[src/rtl/storage_spi_responder.sv]
// SPI target emulating a 25xx-style boot EEPROM, oversampled on i_clk and
// backed by a byte-wide synchronous RAM port.
module storage_spi_responder #(
    parameter int unsigned ADDR_W   = 16,
    parameter int unsigned SYNC_LEN = 2
) (
    input  logic              i_clk,
    input  logic              i_rstn,
    input  logic              i_SCK,
    input  logic              i_SCS,
    input  logic              i_SDI,
    output logic              o_SDO,
    output logic [ADDR_W-1:0] o_memAddr,
    output logic [7:0]        o_memWrData,
    output logic              o_memWr,
    output logic              o_memRd,
    input  logic [7:0]        i_memRdData,
    output logic              o_wel,
    output logic              o_busy
);

    typedef enum logic [2:0] {IDLE, CMD, ADDR, RDATA, WDATA, STATUS, IGNORE} state_t;

    state_t              state;
    logic [SYNC_LEN-1:0] sckSync, scsSync, sdiSync;
    logic                sckDly, scsDly;
    logic [3:0]          bitCnt;
    logic [14:0]         shiftIn;
    logic [7:0]          txShift;
    logic [ADDR_W-1:0]   addr;
    logic                isWrite;
    logic                loadPending;

    logic        sckS, scsS, sdiS;
    logic        sckRise, sckFall, scsRise, scsFall;
    logic [15:0] shiftNext;

    assign sckS      = sckSync[SYNC_LEN-1];
    assign scsS      = scsSync[SYNC_LEN-1];
    assign sdiS      = sdiSync[SYNC_LEN-1];
    assign sckRise   = sckS & ~sckDly;
    assign sckFall   = ~sckS & sckDly;
    assign scsRise   = scsS & ~scsDly;
    assign scsFall   = ~scsS & scsDly;
    assign shiftNext = {shiftIn, sdiS};
    assign o_busy    = (state != IDLE);

    // Synchronizers reset low so a frame already in progress at reset release
    // produces no SCS fall and is ignored until SCS deasserts.
    always_ff @(posedge i_clk or negedge i_rstn) begin
        if (!i_rstn) begin
            sckSync <= '0;
            scsSync <= '0;
            sdiSync <= '0;
            sckDly  <= 1'b0;
            scsDly  <= 1'b0;
        end else begin
            sckSync[0] <= i_SCK;
            scsSync[0] <= i_SCS;
            sdiSync[0] <= i_SDI;
            for (int unsigned i = 1; i < SYNC_LEN; i++) begin
                sckSync[i] <= sckSync[i-1];
                scsSync[i] <= scsSync[i-1];
                sdiSync[i] <= sdiSync[i-1];
            end
            sckDly <= sckS;
            scsDly <= scsS;
        end
    end

    always_ff @(posedge i_clk or negedge i_rstn) begin
        if (!i_rstn) begin
            state       <= IDLE;
            bitCnt      <= '0;
            shiftIn     <= '0;
            txShift     <= '0;
            addr        <= '0;
            isWrite     <= 1'b0;
            loadPending <= 1'b0;
            o_SDO       <= 1'b0;
            o_memAddr   <= '0;
            o_memWrData <= '0;
            o_memWr     <= 1'b0;
            o_memRd     <= 1'b0;
            o_wel       <= 1'b0;
        end else begin
            o_memRd     <= 1'b0;
            o_memWr     <= 1'b0;
            loadPending <= o_memRd;
            if (scsRise) begin
                if ((state == ADDR && isWrite) || state == WDATA)
                    o_wel <= 1'b0;
                state   <= IDLE;
                o_SDO   <= 1'b0;
                bitCnt  <= '0;
                isWrite <= 1'b0;
            end else if (scsFall) begin
                if (state == IDLE) begin
                    state  <= CMD;
                    bitCnt <= '0;
                end
            end else begin
                if (sckRise) begin
                    shiftIn <= shiftNext[14:0];
                    bitCnt  <= bitCnt + 4'd1;
                    case (state)
                        CMD: if (bitCnt == 4'd7) begin
                            bitCnt <= '0;
                            case (shiftNext[7:0])
                                8'h03: begin
                                    state   <= ADDR;
                                    isWrite <= 1'b0;
                                end
                                8'h02: begin
                                    state   <= o_wel ? ADDR : IGNORE;
                                    isWrite <= o_wel;
                                end
                                8'h06: begin
                                    o_wel <= 1'b1;
                                    state <= IGNORE;
                                end
                                8'h04: begin
                                    o_wel <= 1'b0;
                                    state <= IGNORE;
                                end
                                8'h05: begin
                                    state   <= STATUS;
                                    txShift <= {6'b0, o_wel, 1'b0};
                                end
                                default: state <= IGNORE;
                            endcase
                        end
                        ADDR: if (bitCnt == 4'd15) begin
                            bitCnt <= '0;
                            addr   <= shiftNext[ADDR_W-1:0];
                            if (isWrite) begin
                                state <= WDATA;
                            end else begin
                                state     <= RDATA;
                                o_memRd   <= 1'b1;
                                o_memAddr <= shiftNext[ADDR_W-1:0];
                            end
                        end
                        RDATA: if (bitCnt == 4'd7) begin
                            bitCnt    <= '0;
                            o_memRd   <= 1'b1;
                            o_memAddr <= addr;
                        end
                        WDATA: if (bitCnt == 4'd7) begin
                            bitCnt      <= '0;
                            o_memWr     <= 1'b1;
                            o_memAddr   <= addr;
                            o_memWrData <= shiftNext[7:0];
                            addr        <= addr + 1'b1;
                        end
                        STATUS: if (bitCnt == 4'd7) begin
                            bitCnt  <= '0;
                            txShift <= {6'b0, o_wel, 1'b0};
                        end
                        default: bitCnt <= '0;
                    endcase
                end
                if (sckFall && (state == RDATA || state == STATUS)) begin
                    o_SDO   <= txShift[7];
                    txShift <= {txShift[6:0], 1'b0};
                end
                // RAM data arrives the cycle after o_memRd; present bit7 at
                // once if SCK is already low, otherwise wait for the fall.
                if (loadPending && state == RDATA) begin
                    addr <= addr + 1'b1;
                    if (!sckS) begin
                        o_SDO   <= i_memRdData[7];
                        txShift <= {i_memRdData[6:0], 1'b0};
                    end else begin
                        txShift <= i_memRdData;
                    end
                end
            end
        end
    end

endmodule
[config.mk]
export PLATFORM = sky130hd
export DESIGN_NAME = storage_spi_responder
export DESIGN_NICKNAME = d
export VERILOG_FILES = /design/src/rtl/storage_spi_responder.sv
export SDC_FILE = /design/constraint.sdc
export NUM_CORES = 1
export LEC_CHECK = 0
export ABC_AREA = 1
export ABC_CLOCK_PERIOD_IN_PS = 1700
export BUFFER_PORTS_ARGS = -buffer_cell sky130_fd_sc_hd__buf_2
export CAP_MARGIN = 20
export CORE_MARGIN = 8
export CORE_UTILIZATION = 30
export CTS_CLUSTER_SIZE = 10
export DETAILED_ROUTE_END_ITERATION = 7
export PLACE_DENSITY = 0.55
export SLEW_MARGIN = 30
export SYNTH_ARGS = -nofsm -noshare
export SYNTH_HDL_FRONTEND = slang
export SYNTH_SLANG_ARGS = --single-unit
export TNS_END_PERCENT = 5
[constraint.sdc]
create_clock -name i_clk -period 1.7 [get_ports i_clk]
set_clock_uncertainty 0.2 [all_clocks]
set_input_delay 0.085 -clock i_clk [delete_from_list [all_inputs] [get_ports i_clk]]
set_output_delay 0.085 -clock i_clk [all_outputs]
set_load 0.01 [all_outputs]
==> results.cfg <==
[logic_synthesis]
synth.distinct_cells = 28
yosys_register_bits = 84
synth_top_cell_area_share = 0.4731
ys_top_cells_by_area = dfrtp_1 (47%), nand2_1 (20%), o21ai_0 (9.3%)
ys_seq_area_frac = 0.4731
syn-instance-count = 616
synth_area_per_cell_um2 = 7.213
syn_area_um2 = 4443
syn_nets = 634
synth_area_leader_cell = dfrtp_1
yosysWarnings = 0

[clock_tree]
cts_buffers = 9
htree_num_levels = 3
clock_latency_ns = 0.35
cts-root-buf = clkbuf_16
clockBufferDepth = 2
cts.sinks = 84
clk_pin_slew_worst_paths_ns = 0.06
cts_tree = yes

[floorplan]
std_cell_rows = 44
ios = 42
die-area_um2 = 18960
start_util = 0.3069
coreArea_um2 = 14480
die_w_um = 137.7
dieHeight_um = 137.7

[outcome]
outcome = complete, but fails checks
violations = setup timing

[layout]
drive_above_1_share = 0.2401
fin_nets = 742
diodes = 0
area_growth_pct = 33.74
stdcell_count = 913
n_fill_cell = 1493

[critical_path]
arrival_ns = 1.83
path_class = reg -> reg
path_max_fanout = 3
worstPathRequired_ns = 1.72
startpoint_type = register
worstSetupEndpointType = register

[drt]
avgRoutedWirePerCell_um = 13.67
via_per_inst = 4.808
drtAntennaViolNets = 0
drt_wl_total_mm = 12.48
drt-initial-drc-count = 243
drc = 0
dr_total_vias = 4390
dr.pass1.iters = 7

[sta]
max_freq_mhz = 551.8
relSlewSlack = 0.5168
hold_slack_ns = 0.01377
worst_slack_ns = -0.1124
fin_crit_sh = 1.066
fin_tns_setup_ns = -1.816
rsz0062_at_grt = true
period_minus_slack_ns = 1.812
setup_viol = 44
worst_pin_slew_ns = 0.7248
drv_slew = 0
hold_viol_final = 0

[grt]
antenna_found_initial = 0
gr-usage-all-layers = 0.1388
grt-ovfl-total = 0
grt_pass1_wl_mm = 20.87
grt_pass1_vias = 4186
grt_max_degree = 48

[pwr]
ir_worst_vdd_uv = 566.6
p_per_area_nw_per_um2 = 1410
p_leak_uw = 0.002988

[placed_design]
dp_hpwl_mm = 8.904
portBuffers = 41
place_inst = 880
place.gp.congestion = 0.8727

[min_path]
min_path_type = in -> reg

[flow_run]
cap_viol_max_count = 0
-- cell families (layout without fill, tap and decap cells) --
logic type	count (synthesis)	count (layout)	synth area share
XOR/XNOR	1	1	0.001972
adder cells (fa/ha/maj)	5	5	0.01408
AO/OA/AOI/OAI	97	97	0.1112
AND/OR/NAND/NOR	346	346	0.3264
buffers and inverters	83	196	0.07322
flip-flops	84	84	0.4731
-- timing repair --
action | CTS | global route
pin swaps | 6 | 7
cloned | 1 | 0
setup buffers | 9 | 1
hold buffers | 8 | 0
setup endpoints to repair | 52 | 77
gates resized for setup | 32 | 30
hold endpoints to repair | 90 | 0
-- worst paths after layout --
kind,cells after the start,to,start,slack [ns]
max,10,o_memRd,bitCnt[0],-0.11
min,7,txShift[2],i_memRdData[1],0.01
max reg2reg,10,o_memRd,bitCnt[0],-0.11
min reg2reg,0,sckSync[1],sckSync[0],0.15
max in group asynchronous,3,shiftIn[13],i_rstn,0.50
min in group asynchronous,3,addr[8],i_rstn,0.06
-- power breakdown --
part	internal, µW	leakage (µW)	switching, µW
clock network	1160	0.000147	862
logic	1430	0.00172	1960
registers	2520	0.00112	448
total	5110	0.00299	3270
-- cell type report --
cell class,instances,area [µm²],share of cell area
multi-input combinational,449,2170,0.3651
clock inverter,7,81.33,0.01369
sequential,84,2106,0.3544
clock buffer,9,225.2,0.03790
timing repair buffer,116,887.1,0.1493
inverter,64,242.7,0.04085
tap,184,230.2,0.03875
-- per-layer routing --
| metal | global-route usage | up-vias | wire length [µm] |
|---|---|---|---|
| li1 | - | 2191 | - |
| met1 | 0.1795 | 2082 | 5724 |
| met2 | 0.2247 | 108 | 6016 |
| met3 | 0.03866 | 9 | 621 |
| met4 | 0.03284 | 0 | 115 |
| met5 | 0 | - | 0 |
-- Yosys cell counts (all sizes together) --
library cell    n
a21oi           7
buf             9
xor2            1
a22oi           1
and3            1
and2            1
nor3            5
inv            64
or2             2
a31oi           1
ha              5
nor2           36
clkbuf         10
dfrtp          84
o21ai          86
o31ai           1
nand2         237
nand3          51
o211ai          1
nand4          13
-- metrics by stage --
| stage | setup slack, ns | util | total power (µW) | instance area [µm²] |
|---|---|---|---|---|
| 2_1_floorplan | -0.02794 | - | 4670 | 4454 |
| 3_3_place_gp | -0.1713 | 0.3677 | 6017 | 5324 |
| 3_5_place_dp | -0.1954 | 0.3677 | 6068 | 5324 |
| 4_1_cts | -0.1034 | 0.4080 | 8320 | 5907 |
| 5_1_grt | -0.1906 | 0.4104 | 9038 | 5942 |
| 6_report | -0.1124 | 0.4104 | 8378 | 5942 |
-- worst max-delay path: stages, from the launching register on --
cell,delay (ns)
dfrtp_1,0.38
ha_2,0.21
nand2_2,0.07
nor2_2,0.04
buf_4,0.13
buf_4,0.12
buf_4,0.12
buf_4,0.12
buf_4,0.12
nand3_1,0.09
a21oi_1,0.09
-- registers in the layout, summed over array words and instances, names as in the netlist, 3 cells and up --
register	flops
bitCnt	4
txShift	8
o_memAddr	16
shiftIn	15
state	3
addr	16
o_memWrData	8
-- cells in the final DEF, fill, tap and decap left out, drive strengths merged, types with 7 or more instances in the layout --
master / Yosys / final
a21oi: 7 / 7
buf: 9 / 108
clkbuf: 10 / 9
dfrtp: 84 / 84
dlygate4sd3: 0 / 7
inv: 64 / 67
nand2: 237 / 237
nand3: 51 / 51
nand4: 13 / 13
nor2: 36 / 36
o21ai: 86 / 86
No activity file was read; power rests on OpenSTA's default activity.
